--- config.mk ---
export PLATFORM = sky130hd
export DESIGN_NAME = pixel_readout_ctrl
export DESIGN_NICKNAME = d
export VERILOG_FILES = /design/src/rtl/pixel_readout_ctrl.sv
export SDC_FILE = /design/constraint.sdc
export NUM_CORES = 1
export LEC_CHECK = 0
export ABC_AREA = 1
export CAP_MARGIN = 20
export CORE_MARGIN = 3
export CORE_UTILIZATION = 40
export CTS_CLUSTER_SIZE = 8
export DETAILED_ROUTE_END_ITERATION = 8
export PLACE_DENSITY = 0.74
export SYNTH_ARGS = -nofsm -noshare
export SYNTH_HDL_FRONTEND = slang
export SYNTH_SLANG_ARGS = --single-unit
--- constraint.sdc ---
create_clock -name i_clk -period 3.65 [get_ports i_clk]
set_clock_uncertainty 0.15 [all_clocks]
set_input_delay 0.73 -clock i_clk [delete_from_list [all_inputs] [get_ports i_clk]]
set_output_delay 0.73 -clock i_clk [all_outputs]
set_load 0.005 [all_outputs]
--- src/rtl/pixel_readout_ctrl.sv ---
// Column readout sequencer: freezes the column on a hit, steps the priority chain with READ
// pulses, captures {addr, ts_le, ts_te} per pixel into a valid/ready output word.
module pixel_readout_ctrl #(
  parameter int unsigned TS_DIV     = 4,
  parameter int unsigned SETTLE_CYC = 3,
  parameter int unsigned READ_CYC   = 2,
  parameter int unsigned MAX_HITS   = 64
) (
  input  logic        i_clk,
  input  logic        i_rst_b,
  input  logic        i_en,
  input  logic        i_ts_rst,
  input  logic        i_hit_in,
  input  logic [7:0]  i_addr_out_b,
  input  logic [7:0]  i_ts_le_b,
  input  logic [7:0]  i_ts_te_b,
  output logic [7:0]  o_ts,
  output logic        o_freeze,
  output logic        o_read,
  output logic [23:0] o_dout,
  output logic        o_dout_valid,
  input  logic        i_dout_ready,
  output logic        o_busy,
  output logic [15:0] o_hit_cnt
);

  localparam int unsigned PW   = (TS_DIV > 1) ? $clog2(TS_DIV) : 1;
  localparam int unsigned MAXC = (SETTLE_CYC > READ_CYC) ? SETTLE_CYC : READ_CYC;
  localparam int unsigned CW   = (MAXC > 1) ? $clog2(MAXC) : 1;
  localparam int unsigned FW   = $clog2(MAX_HITS + 1);

  localparam logic [PW-1:0] PRESC_MAX   = PW'(TS_DIV - 1);
  localparam logic [CW-1:0] SETTLE_LOAD = CW'(SETTLE_CYC - 1);
  localparam logic [CW-1:0] READ_LOAD   = CW'(READ_CYC - 1);
  localparam logic [FW-1:0] FRAME_MAX   = FW'(MAX_HITS);

  typedef enum logic [1:0] {StIdle, StSettle, StStall, StRead} state_e;

  state_e        r_state;
  logic [PW-1:0] r_presc;
  logic [7:0]    r_ts;
  logic          r_sync1;
  logic          r_hit_s;
  logic [CW-1:0] r_cnt;
  logic [FW-1:0] r_frame_hits;
  logic          r_freeze;
  logic          r_read;
  logic [23:0]   r_dout;
  logic          r_dout_valid;
  logic [15:0]   r_hit_cnt;

  logic w_accept;
  logic w_capture;
  logic w_out_free;

  assign w_accept   = r_dout_valid & i_dout_ready;
  assign w_capture  = (r_state == StRead) && (r_cnt == '0);
  // Output register can take a new word this cycle: empty or being drained.
  assign w_out_free = !r_dout_valid || i_dout_ready;

  always_ff @(posedge i_clk) begin
    if (!i_rst_b) begin
      r_presc <= '0;
      r_ts    <= '0;
    end else if (i_ts_rst) begin
      r_presc <= '0;
      r_ts    <= '0;
    end else if (r_presc == PRESC_MAX) begin
      r_presc <= '0;
      r_ts    <= r_ts + 8'd1;
    end else begin
      r_presc <= r_presc + PW'(1);
    end
  end

  always_ff @(posedge i_clk) begin
    if (!i_rst_b) begin
      r_sync1 <= 1'b0;
      r_hit_s <= 1'b0;
    end else begin
      r_sync1 <= i_hit_in;
      r_hit_s <= r_sync1;
    end
  end

  always_ff @(posedge i_clk) begin
    if (!i_rst_b) begin
      r_state      <= StIdle;
      r_cnt        <= '0;
      r_frame_hits <= '0;
      r_freeze     <= 1'b0;
      r_read       <= 1'b0;
      r_dout       <= '0;
      r_dout_valid <= 1'b0;
      r_hit_cnt    <= '0;
    end else begin
      // Capture wins over accept so a coincident drain keeps valid high with the new word.
      if (w_capture) begin
        r_dout       <= {~i_addr_out_b, i_ts_le_b, i_ts_te_b};
        r_dout_valid <= 1'b1;
      end else if (w_accept) begin
        r_dout_valid <= 1'b0;
      end

      unique case (r_state)
        StIdle: begin
          r_freeze <= 1'b0;
          r_read   <= 1'b0;
          if (i_en && r_hit_s) begin
            r_state      <= StSettle;
            r_freeze     <= 1'b1;
            r_cnt        <= SETTLE_LOAD;
            r_frame_hits <= '0;
          end
        end
        StSettle: begin
          if (r_cnt != '0) begin
            r_cnt <= r_cnt - CW'(1);
          end else if (!r_hit_s || (r_frame_hits == FRAME_MAX) || !i_en) begin
            r_state  <= StIdle;
            r_freeze <= 1'b0;
          end else if (!w_out_free) begin
            r_state <= StStall;
          end else begin
            r_state <= StRead;
            r_read  <= 1'b1;
            r_cnt   <= READ_LOAD;
          end
        end
        StStall: begin
          r_read <= 1'b0;
          if (w_out_free) begin
            r_state <= StRead;
            r_read  <= 1'b1;
            r_cnt   <= READ_LOAD;
          end
        end
        StRead: begin
          if (r_cnt != '0) begin
            r_cnt <= r_cnt - CW'(1);
          end else begin
            r_read       <= 1'b0;
            r_frame_hits <= r_frame_hits + FW'(1);
            if (r_hit_cnt != 16'hFFFF) r_hit_cnt <= r_hit_cnt + 16'd1;
            r_state <= StSettle;
            r_cnt   <= SETTLE_LOAD;
          end
        end
        default: begin
          r_state  <= StIdle;
          r_freeze <= 1'b0;
          r_read   <= 1'b0;
        end
      endcase
    end
  end

  assign o_ts         = r_ts;
  assign o_freeze     = r_freeze;
  assign o_read       = r_read;
  assign o_dout       = r_dout;
  assign o_dout_valid = r_dout_valid;
  assign o_busy       = (r_state != StIdle);
  assign o_hit_cnt    = r_hit_cnt;

endmodule

==> run summary <==
CP endpoint = o_busy
Worst Setup Start Kind = register
Sw Ratio = 26.1%
WP data arrival = 1630 ps
Status = complete, no violations
Layout cells sized above 1 = 9.46%
Setup repair after global routing missed its margin = false
First-pass GRT wire length = 12100 µm
Clk buf depth = 2
Worst hold slack = 268 ps
Area Growth Syn to Fin = 33.6%
CTS Buf Count = 9
Clk pwr share = 40.6%
PortBufs = 81
Worst r2r dst = o_hit_cnt[4]$_SDFFE_PN0P_
Clock transition at the registers of the reported paths = 70 ps
Post-detail-place hpwl = 5240 µm
EDFF count, synth = 0
Post-CTS Setup Bufs = 0
Post-route antenna net violation count = 0
Final Wtd Congestion = 0.907
Leakage power = 1.63 nW
Fin crit period = 2510 ps
Reg-to-Reg Start = r_cnt[0]$_SDFFE_PN0P_
CTS root buf = clkbuf_8
CP Launch Point = r_state[0]$_SDFFE_PN0P_
Max Freq = 398 MHz
Largest area contributor in the netlist = dfxtp_1
Yosys Warn Count = 0
Setup TNS = 0 ps
Required time of the critical path = 2770 ps
Critical-path top delay cell = clkdlybuf4s50_1
Die ar. = 9040 µm²
Final period utilization = 68.9%
R2R Setup Slk = 1140 ps
Max-slew headroom = 48.0%
Wire length per cell = 11.7 µm
Vias per Instance = 4.71
Synth Register Bits = 66
IO Pins = 82
CTS Hold Buffers Added = 0
Hold WC Path Type = reg -> reg
Sequential share of power = 48.6%
Ranking of synthesized cells by area = dfxtp_1, nand2_1, nor2_1, o21ai_0, ha_1
Register area share after synthesis = 41.6%
Syn_nets = 475
Worst Slack Setup Final = 1140 ps
Number of global-route vias before repair = 2745
# nets final = 556
Die span in x = 95.1 µm
Vias = 2909
Ys async rst share = 0%
Peak VDD IR = 0.203 mV
Max Slew Vio Count = 0
CP dominant cell by count = inv_1
CP Max Fanout = 4
Design area = 4240 µm²
Core Region = 7490 µm²
Top_reg_cell synth = dfxtp_1
Pre-CTS WS = 1160 ps
CP endpoint kind = primary output
Final setup viols = 0
Slew @ Worst Pin = 779 ps
Critical Path, Cell by Cell = inv_1 > ha_1 > inv_1 > clkdlybuf4s50_1
WL final = 7210 µm
All-layer global routing usage = 16.9%
H-Tree Depth = 3
Internal power = 1.13 mW
Synthesized area per cell = 7.35 µm²
Pin count of the biggest net entering global routing = 36
Grt total ovfl = 0
HP Start = r_sync1$_SDFF_PN0_
Maxcap violations = 0
Resized cells post-CTS = 0
Post-synth top area share = 41.6%
Final hold violations = 0
DR DRC count = 0
Die height = 95.1 µm
Net switching power = 400 µW
Synth Instances = 432
Skew-Pair Late Insertion Delay = 340 ps
Final Power = 1.53 mW
Starting Density = 42.4%
Iter 0 DRT Violations = 148
Cell Pwr Density = 362 nW/µm²
Clock sink count = 66
Worst-case reg-to-reg path depth = 7
CTS tree = built
Mapped Area = 3180 µm²
Antenna violations before repair = 0
Crit path kind = reg -> out
DP Area = 4040 µm²
Highest cell delay on the worst timing path = 490 ps
# diodes = 0
Cell row count = 31
Combinational share of power = 10.8%
DR pass1 iterations = 4
Netlist cell types = 35
## per-layer routing
layer  up-vias  wire length, µm  track usage, %
met2        65             3420            27.3
li1       1551                -               -
met1      1286             3380            21.3
met4         0               89            7.21
met5         -                0               0
met3         7              312            4.34
## registers in the layout, summed over array words and instances (netlist names), 2 cells and up
signal,cells
o_hit_cnt,16
o_dout,24
o_ts,8
r_presc,2
r_state,2
r_cnt,2
r_frame_hits,7
## final cells by class
cell class / instances / area, µm²
Multi-Input combinational cell: 312 / 1610
Tap cell: 99 / 124
Inverter: 42 / 164
Sequential cell: 66 / 1320
Fill cell: 674 / 3240
Clock inverter: 7 / 77.6
Timing Repair Buffer: 82 / 818
Clock buffer: 9 / 124
## Yosys cell counts, drive strengths merged, types with 2 or more instances
library cell,count
nand2,99
nor2,78
dfxtp,66
inv,40
a21oi,36
o21ai,36
nand3,19
ha,13
buf,8
nand4,7
nor3,6
clkbuf,4
xor2,4
xnor2,3
a211oi,2
a21boi,2
clkinv,2
## power by group through the flow
stage                     sequential [mW]  combinational, mW  clock [mW]
after floorplan                     0.761              0.102           0
after global placement              0.762              0.163           0
after detailed placement            0.763              0.166           0
after CTS                           0.746              0.166       0.647
after global routing                0.749              0.189       0.677
final                               0.746              0.165       0.623
## through the flow
| step | utilization, % | std cells |
|---|---|---|
| after floorplan | - | 432 |
| after global placement | 54.0 | 601 |
| after detailed placement | 54.0 | 601 |
| after CTS | 56.7 | 617 |
| after global routing | 56.7 | 617 |
| final | 56.7 | 617 |
## worst min-delay path by stage
stage	to	slack, ps	depth (start not counted)
final	r_hit_s$_SDFF_PN0_	270	2
after global routing	r_hit_s$_SDFF_PN0_	310	2
after CTS	r_hit_s$_SDFF_PN0_	270	2
after detailed placement	r_hit_s$_SDFF_PN0_	260	2
after global placement	r_hit_s$_SDFF_PN0_	250	2
after floorplan	r_hit_s$_SDFF_PN0_	240	2
## layout by cell type, fill, tap and decap left out, types with 2 or more instances in the layout
| cell type | netlist | routed |
|---|---|---|
| xnor2_1 | 3 | 3 |
| nand3_1 | 18 | 18 |
| nand2_2 | 5 | 5 |
| dfxtp_1 | 66 | 66 |
| nor2_2 | 5 | 5 |
| xor2_1 | 4 | 4 |
| inv_1 | 39 | 39 |
| ha_1 | 13 | 13 |
| a21oi_1 | 26 | 26 |
| clkbuf_8 | 0 | 9 |
| a21boi_0 | 2 | 2 |
| inv_6 | 0 | 2 |
| nand4_1 | 7 | 7 |
| nor3_1 | 6 | 6 |
| nor2_1 | 69 | 69 |
| o21ai_0 | 35 | 35 |
| nand2_1 | 92 | 92 |
| clkinv_2 | 1 | 2 |
| nand2_4 | 2 | 2 |
| nor2_4 | 4 | 4 |
| clkdlybuf4s50_1 | 0 | 81 |
| a211oi_1 | 2 | 2 |
| clkinv_4 | 1 | 3 |
| a21oi_2 | 10 | 10 |
## critical path: cells and delay by family, from the launching register on
family                   cells  cell delay [ps]
flip-flops                   1              360
buffers and inverters        3              660
adder cells (fa/ha/maj)      1              270
## cells by family after synthesis
group	Yosys count	synth area share [%]
AO/OA/AOI/OAI	79	14.3
AND/OR/NAND/NOR	213	29.5
buffers and inverters	54	7.56
XOR/XNOR	7	1.93
adder cells (fa/ha/maj)	13	5.12
flip-flops	66	41.6
Note: power is estimated with default switching activity, not from simulation.
